===== config.mk =====
export PLATFORM = sky130hd
export DESIGN_NAME = ser_flat
export DESIGN_NICKNAME = d
export VERILOG_FILES = /design/src/rtl/ser_if.sv /design/src/rtl/ser.sv /design/src/flat_wrapper.sv
export SDC_FILE = /design/constraint.sdc
export NUM_CORES = 1
export LEC_CHECK = 0
export ABC_AREA = 1
export CAP_MARGIN = 20
export CORE_MARGIN = 2
export CORE_UTILIZATION = 63
export CTS_CLUSTER_DIAMETER = 30
export DETAILED_ROUTE_END_ITERATION = 16
export GPL_ROUTABILITY_DRIVEN = 0
export PLACE_DENSITY_LB_ADDON = 0.25
export SETUP_SLACK_MARGIN = 0.3
export SKIP_CTS_REPAIR_TIMING = 1
export SYNTH_ARGS = -nofsm -noshare
export SYNTH_HDL_FRONTEND = slang
export SYNTH_SLANG_ARGS = --single-unit
export TNS_END_PERCENT = 30

===== constraint.sdc =====
create_clock -name clk -period 3.85 [get_ports clk]
set_input_delay 0.385 -clock clk [delete_from_list [all_inputs] [get_ports clk]]
set_output_delay 0.385 -clock clk [all_outputs]
set_load 0.02 [all_outputs]

===== src/rtl/ser_if.sv =====
// +--------------------------------------------------------------------+
// | ser_if : byte-wide register bus between the bus controller and ser  |
// | Rev 1.0                                                             |
// +--------------------------------------------------------------------+
`default_nettype none

interface ser_if;
  logic       en;
  logic       wr;
  logic [3:2] addr;
  logic [7:0] data_in;
  logic [7:0] data_out;
  logic       wt;

  modport master (output en, wr, addr, data_in, input data_out, wt);
  modport slave  (input en, wr, addr, data_in, output data_out, wt);
endinterface

`default_nettype wire


===== src/rtl/ser.sv =====
// +--------------------------------------------------------------------+
// | ser : memory-mapped 8N1 UART with rx/tx level interrupts            |
// | Rev 1.0                                                             |
// +--------------------------------------------------------------------+
`default_nettype none

module ser #(
  parameter int BAUD_DIV = 434
) (
  input  logic clk,
  input  logic reset,
  ser_if.slave bus,
  output logic irq_r,
  output logic irq_t,
  input  logic rxd,
  output logic txd
);

  localparam logic [15:0] c_bit_reload = 16'(BAUD_DIV - 1);
  localparam logic [15:0] c_half_bit   = 16'(BAUD_DIV / 2);

  localparam logic [1:0] c_tx_idle  = 2'd0;
  localparam logic [1:0] c_tx_start = 2'd1;
  localparam logic [1:0] c_tx_data  = 2'd2;
  localparam logic [1:0] c_tx_stop  = 2'd3;

  localparam logic [2:0] c_rx_idle   = 3'd0;
  localparam logic [2:0] c_rx_start  = 3'd1;
  localparam logic [2:0] c_rx_data   = 3'd2;
  localparam logic [2:0] c_rx_stop   = 3'd3;
  localparam logic [2:0] c_rx_waithi = 3'd4;

  // ---------------- bus side ----------------
  logic       r_ack;
  logic [7:0] r_data_out;
  logic       r_rx_ien, r_tx_ien;
  logic       r_rx_rdy, r_tx_rdy, r_ovr;
  logic [7:0] r_rx_buf;
  logic       w_acc, w_rd, w_wr, w_rd_rdata, w_tx_load, w_rx_done;
  logic [7:0] w_rd_mux;

  // Side effects happen only on the edge where ack rises.
  assign w_acc      = bus.en & ~r_ack;
  assign w_rd       = w_acc & ~bus.wr;
  assign w_wr       = w_acc & bus.wr;
  assign w_rd_rdata = w_rd & (bus.addr == 2'd1);
  assign w_tx_load  = w_wr & (bus.addr == 2'd3) & r_tx_rdy;

  assign bus.wt       = w_acc;
  assign bus.data_out = r_data_out;
  assign irq_r        = r_rx_rdy & r_rx_ien;
  assign irq_t        = r_tx_rdy & r_tx_ien;

  always_comb begin
    w_rd_mux = 8'h00;
    case (bus.addr)
      2'd0:    w_rd_mux = {5'b0, r_ovr, r_rx_ien, r_rx_rdy};
      2'd1:    w_rd_mux = r_rx_buf;
      2'd2:    w_rd_mux = {6'b0, r_tx_ien, r_tx_rdy};
      default: w_rd_mux = 8'h00;
    endcase
  end

  always_ff @(posedge clk) begin
    if (reset) begin
      r_ack      <= 1'b0;
      r_data_out <= 8'h00;
      r_rx_ien   <= 1'b0;
      r_tx_ien   <= 1'b0;
    end else begin
      r_ack <= w_acc;
      if (w_rd)
        r_data_out <= w_rd_mux;
      if (w_wr && bus.addr == 2'd0)
        r_rx_ien <= bus.data_in[1];
      if (w_wr && bus.addr == 2'd2)
        r_tx_ien <= bus.data_in[1];
    end
  end

  // ---------------- transmitter ----------------
  logic [1:0]  r_tx_state, w_tx_next;
  logic [15:0] r_tx_cnt;
  logic [2:0]  r_tx_bit;
  logic [7:0]  r_tx_shift;
  logic        r_txd, w_txd;
  logic        w_tx_exp;

  assign w_tx_exp = (r_tx_cnt == 16'd0);
  assign txd      = r_txd;

  always_ff @(posedge clk) begin
    if (reset) r_tx_state <= c_tx_idle;
    else       r_tx_state <= w_tx_next;
  end

  always_comb begin
    w_tx_next = r_tx_state;
    case (r_tx_state)
      c_tx_idle:  if (w_tx_load) w_tx_next = c_tx_start;
      c_tx_start: if (w_tx_exp) w_tx_next = c_tx_data;
      c_tx_data:  if (w_tx_exp && r_tx_bit == 3'd7) w_tx_next = c_tx_stop;
      c_tx_stop:  if (w_tx_exp) w_tx_next = c_tx_idle;
      default:    w_tx_next = c_tx_idle;
    endcase
  end

  always_comb begin
    w_txd = 1'b1;
    case (r_tx_state)
      c_tx_start: w_txd = 1'b0;
      c_tx_data:  w_txd = r_tx_shift[0];
      default:    w_txd = 1'b1;
    endcase
  end

  // txd is re-registered so the line drops one edge after the accepting write.
  always_ff @(posedge clk) begin
    if (reset) begin
      r_txd      <= 1'b1;
      r_tx_cnt   <= 16'd0;
      r_tx_bit   <= 3'd0;
      r_tx_shift <= 8'h00;
      r_tx_rdy   <= 1'b1;
    end else begin
      r_txd <= w_txd;
      if (w_tx_load) begin
        r_tx_shift <= bus.data_in;
        r_tx_cnt   <= c_bit_reload;
        r_tx_bit   <= 3'd0;
        r_tx_rdy   <= 1'b0;
      end else if (r_tx_state != c_tx_idle) begin
        if (w_tx_exp) begin
          r_tx_cnt <= c_bit_reload;
          if (r_tx_state == c_tx_data) begin
            r_tx_shift <= r_tx_shift >> 1;
            r_tx_bit   <= r_tx_bit + 3'd1;
          end
          if (r_tx_state == c_tx_stop)
            r_tx_rdy <= 1'b1;
        end else begin
          r_tx_cnt <= r_tx_cnt - 16'd1;
        end
      end
    end
  end

  // ---------------- receiver ----------------
  logic        r_rx_s1, r_rx_s2;
  logic [2:0]  r_rx_state, w_rx_next;
  logic [15:0] r_rx_cnt;
  logic [2:0]  r_rx_bit;
  logic [7:0]  r_rx_shift;
  logic        w_rx_exp;

  assign w_rx_exp  = (r_rx_cnt == 16'd0);
  assign w_rx_done = (r_rx_state == c_rx_stop) & w_rx_exp & r_rx_s2;

  always_ff @(posedge clk) begin
    if (reset) r_rx_state <= c_rx_idle;
    else       r_rx_state <= w_rx_next;
  end

  always_comb begin
    w_rx_next = r_rx_state;
    case (r_rx_state)
      c_rx_idle:   if (!r_rx_s2) w_rx_next = c_rx_start;
      c_rx_start:  if (w_rx_exp) w_rx_next = r_rx_s2 ? c_rx_idle : c_rx_data;
      c_rx_data:   if (w_rx_exp && r_rx_bit == 3'd7) w_rx_next = c_rx_stop;
      c_rx_stop:   if (w_rx_exp) w_rx_next = r_rx_s2 ? c_rx_idle : c_rx_waithi;
      c_rx_waithi: if (r_rx_s2) w_rx_next = c_rx_idle;
      default:     w_rx_next = c_rx_idle;
    endcase
  end

  always_ff @(posedge clk) begin
    if (reset) begin
      r_rx_s1    <= 1'b1;
      r_rx_s2    <= 1'b1;
      r_rx_cnt   <= 16'd0;
      r_rx_bit   <= 3'd0;
      r_rx_shift <= 8'h00;
      r_rx_buf   <= 8'h00;
      r_rx_rdy   <= 1'b0;
      r_ovr      <= 1'b0;
    end else begin
      r_rx_s1 <= rxd;
      r_rx_s2 <= r_rx_s1;
      case (r_rx_state)
        c_rx_idle: begin
          r_rx_cnt <= c_half_bit;
          r_rx_bit <= 3'd0;
        end
        c_rx_start, c_rx_data, c_rx_stop: begin
          if (w_rx_exp) begin
            r_rx_cnt <= c_bit_reload;
            if (r_rx_state == c_rx_data) begin
              r_rx_shift <= {r_rx_s2, r_rx_shift[7:1]};
              r_rx_bit   <= r_rx_bit + 3'd1;
            end
          end else begin
            r_rx_cnt <= r_rx_cnt - 16'd1;
          end
        end
        default: r_rx_cnt <= 16'd0;
      endcase
      // A completing byte beats a same-edge data read; the read still sees the old buffer.
      if (w_rx_done) begin
        r_rx_buf <= r_rx_shift;
        r_rx_rdy <= 1'b1;
        r_ovr    <= w_rd_rdata ? 1'b0 : r_rx_rdy;
      end else if (w_rd_rdata) begin
        r_rx_rdy <= 1'b0;
        r_ovr    <= 1'b0;
      end
    end
  end

endmodule

`default_nettype wire


===== src/flat_wrapper.sv =====
// flat-port wrapper written by rule: the top's interface ports become plain ports
module ser_flat 
#(
  parameter int BAUD_DIV = 434
)
  (clk, reset, irq_r, irq_t, rxd, txd, bus_en, bus_wr, bus_addr, bus_data_in, bus_data_out, bus_wt);
  ser_if bus_i ();
  input  logic clk;
  input  logic reset;
  output logic irq_r;
  output logic irq_t;
  input  logic rxd;
  output logic txd;
  input wire logic [$bits(bus_i.en)-1:0] bus_en;
  input wire logic [$bits(bus_i.wr)-1:0] bus_wr;
  input wire logic [$bits(bus_i.addr)-1:0] bus_addr;
  input wire logic [$bits(bus_i.data_in)-1:0] bus_data_in;
  output wire logic [$bits(bus_i.data_out)-1:0] bus_data_out;
  output wire logic [$bits(bus_i.wt)-1:0] bus_wt;
  assign bus_i.en = bus_en;
  assign bus_i.wr = bus_wr;
  assign bus_i.addr = bus_addr;
  assign bus_i.data_in = bus_data_in;
  assign bus_data_out = bus_i.data_out;
  assign bus_wt = bus_i.wt;
  ser #(.BAUD_DIV(BAUD_DIV)) u_core (.clk(clk), .reset(reset), .bus(bus_i), .irq_r(irq_r), .irq_t(irq_t), .rxd(rxd), .txd(txd));
endmodule

==> impl_results.rst <==
.. list-table::
   :header-rows: 1

   * - Metric
     - Value
   * - Wire length after detailed routing
     - 8.22 mm
   * - Number of diodes
     - 0
   * - Clock tree from TritonCTS
     - done
   * - Core Rows
     - 29
   * - Final worst path period share
     - 52.8%
   * - Area of the die
     - 7160 sq um
   * - Number of nets with antenna violations after detailed routing
     - 0
   * - Post-detailed-route via-to-cell ratio
     - 5.33
   * - Total count of max-transition violations in the final report
     - 0
   * - Number of top-level pins
     - 27
   * - Max capacitance violation total
     - 0
   * - Sw Ratio
     - 41.9%
   * - Sequential element share of the synthesized area
     - 41.1%
   * - Post-route DRC
     - 0
   * - Root buffer cell
     - clkbuf_8
   * - Largest area contributor in the netlist
     - dfxtp_1
   * - Global-route wire length before repair
     - 14.4 mm
   * - Drt first pass iters
     - 4
   * - Final Cell Area
     - 4620 sq um
   * - Buffers added on ports
     - 26
   * - Residual overflow from global routing
     - 0
   * - Number of cells produced by synthesis
     - 563
   * - Power Dens Cells
     - 639 nW/um^2
   * - Worst endpoint data arrival time
     - 1650 ps
   * - Critical path type
     - input port to output port
   * - Worst min-delay path category
     - register to register
   * - Startpoint Class
     - input port
   * - Setup repair after global routing missed its margin
     - false
   * - Share of total power in combinational logic
     - 39.6%
   * - Count of different cell masters after synthesis
     - 38
   * - Maximum fanout along the worst path
     - 3
   * - Sequential cell fraction of total power
     - 37.4%
   * - Maximum vdd ir drop
     - 0.565 mV
   * - #FFs+latches synth
     - 84
   * - Starting Density
     - 64.8%
   * - Global Route Usage Sum
     - 24.0%
   * - Number of global-route vias before repair
     - 3508
   * - Die X
     - 84.6 microns
   * - Area share of the largest cell type after synthesis
     - 41.1%
   * - DP Area
     - 4410 sq um
   * - Endpoint kind of the worst setup timing path
     - output port
   * - Net switching power
     - 1.24 mW
   * - Wire per inst
     - 12.2 microns
   * - Overall Power
     - 2.95 mW
   * - Maximum clock path buffer count
     - 2
   * - Period minus WS final
     - 2030 ps
   * - H-Tree Depth
     - 3
   * - Number of failing hold endpoints at the final stage
     - 0
   * - Detailed Route Iter0 Violations
     - 166
   * - Clock network power share
     - 23.0%
   * - Required arrival time at the worst endpoint
     - 3460 ps
   * - Total via count after detailed routing
     - 3584
   * - Die Ht
     - 84.6 microns
   * - Fraction of registers with async set/reset
     - 0%
   * - Endpoints failing setup
     - 0
   * - Leading post-synthesis cells by cell area
     - dfxtp_1 (41%), nand2_1 (11%), a21oi_1 (7.2%), nor2_1 (6.6%), inv_1 (5.5%)
   * - Clk slew on worst S/H paths
     - 90 ps
   * - Number of flops mapped to enable cells by yosys
     - 0
   * - Final HPWL from detailed placement
     - 5.90 mm
   * - TritonCTS sink count
     - 84
   * - Maximum frequency from static timing analysis
     - 0.492 GHz
   * - Number of warnings printed during yosys synthesis
     - 0
   * - Number of buffers created by CTS
     - 9
   * - Pin count of the biggest net entering global routing
     - 24
   * - Antenna violations before repair
     - 0
   * - Worst clock skew on the final layout
     - 8.61 ps
   * - Area added between synthesis and finish
     - 12.9%
   * - # nets final
     - 618
   * - Leak pwr
     - 1.97 nW
   * - Synth Flop Type
     - dfxtp_1
   * - Final sum of negative setup slack
     - 0 ps
   * - Cell area after synthesis
     - 4090 sq um
   * - Post-Synthesis Net Count
     - 590
   * - Area inside the core boundary
     - 6310 sq um
   * - Result of the run
     - finished clean
   * - Internal power of the cells
     - 1.71 mW
   * - Mean Syn Cell Area
     - 7.27 sq um
   * - Setup WS pre-CTS
     - 1560 ps
   * - Transition time at the pin with the least slew margin
     - 768 ps
   * - Ratio of cells with drive above 1 in the final layout
     - 10.9%
   * - Insertion delay to the later sink of the worst-skew pair
     - 360 ps
   * - Headroom to the max-slew limit
     - 48.7%
   * - Post-route setup slack
     - 1820 ps
   * - Filler Cells Inserted
     - 509
-- metrics by stage --
step / util (%) / instances / hold WS [ps]
after global routing: 73.2 / 673 / 448
after CTS: 73.2 / 673 / 443
after detailed placement: 69.8 / 657 / 412
after global placement: 69.8 / 657 / 409
after floorplan: - / 563 / 389
final: 73.2 / 673 / 439
-- registers in the layout, indices dropped and copies added (netlist names), 2 cells and up --
signal	count
u_core.r_rx_bit	3
u_core.r_rx_state	3
u_core.bus.data_out	8
u_core.r_rx_shift	8
u_core.r_tx_shift	8
u_core.r_tx_bit	3
u_core.r_tx_state	2
u_core.r_rx_buf	8
u_core.r_tx_cnt	16
u_core.r_rx_cnt	16
-- power groups by stage --
stage	clock, mW	sequential [mW]	combinational [mW]
final	0.678	1.10	1.17
after global routing	0.716	1.12	1.32
after CTS	0.683	1.10	1.17
after detailed placement	0	1.12	1.15
after global placement	0	1.12	1.11
after floorplan	0	1.10	0.948
-- final timing paths --
kind                                                         from                                to  depth (start not counted)  slack (ps)
worst max-delay path                                       bus_en                            bus_wt                          4        1820
worst min-delay path                    u_core.r_rx_s1$_SDFF_PP1_         u_core.r_rx_s2$_SDFF_PP1_                          1         440
worst max register to register  u_core.r_tx_state[0]$_SDFFE_PP0P_  u_core.r_tx_cnt[14]$_SDFFE_PP0N_                          8        2140
worst min register to register          u_core.r_rx_s1$_SDFF_PP1_         u_core.r_rx_s2$_SDFF_PP1_                          1         440
-- cell families (layout without fill, tap and decap cells) --
kind of cell | count (synthesis) | count (layout) | share of synthesized area [%]
buffers and inverters | 77 | 110 | 7.49
adder cells (fa/ha/maj) | 12 | 12 | 3.67
XOR/XNOR | 11 | 11 | 2.35
AND/OR/NAND/NOR | 283 | 283 | 32.8
AO/OA/AOI/OAI | 96 | 96 | 12.6
flip-flops | 84 | 84 | 41.1
-- cells in the final DEF, fill, tap and decap left out, types with 3 or more instances in the layout --
| cell type | count |
|---|---|
| o21ai_1 | 8 |
| clkdlybuf4s50_1 | 26 |
| nand3_2 | 5 |
| nor3_1 | 5 |
| inv_2 | 5 |
| inv_1 | 60 |
| o21a_1 | 3 |
| o21ai_0 | 18 |
| nor2_1 | 72 |
| a21oi_1 | 59 |
| nand2_4 | 3 |
| ha_1 | 12 |
| nand2_1 | 124 |
| nand4_1 | 7 |
| or2_2 | 4 |
| inv_8 | 4 |
| xnor2_1 | 6 |
| nor2_4 | 7 |
| nor2_2 | 7 |
| xor2_1 | 5 |
| dfxtp_1 | 84 |
| clkbuf_8 | 9 |
| nand3_1 | 34 |
| nand2_2 | 7 |
-- final cells by class --
cell class                      count  area [sq um]  area share, %
Clock buffer                        9           124           2.68
Timing Repair Buffer               27           268           5.79
Tap cell                           77          96.3           2.08
Clock inverter                      7          90.1           1.95
Multi-Input combinational cell    402          2110           45.6
Sequential cell                    84          1680           36.4
Inverter                           67           256           5.55
-- worst max-delay path: stages --
cell	delay (ps)
clkdlybuf4s50_1	500
nand2_1	100
inv_1	70
clkdlybuf4s50_1	590
-- layer usage --
layer  track usage, %  vias up  share of wire, %
met1             28.7     1667                45
met4             9.67        0               1.3
met5                0        -                 0
met3             3.83       12               3.2
li1                 -     1861                 -
met2             42.9       44                50
-- cells in the mapped netlist (2+ instances only) --
cell and number:
a21oi_1 59, a21oi_2 2, a31oi_1 2, clkbuf_1 7, dfxtp_1 84, ha_1 12
inv_1 60, inv_2 5, inv_4 2, nand2_1 124, nand2_2 7, nand2_4 3
nand3_1 34, nand3_2 5, nand4_1 7, nor2_1 72, nor2_2 7, nor2_4 7
nor3_1 5, nor3_2 2, o21a_1 3, o21ai_0 18, o21ai_1 8, or2_0 2
or2_2 4, xnor2_1 6, xor2_1 5
Note: power is estimated with default switching activity, not from simulation.
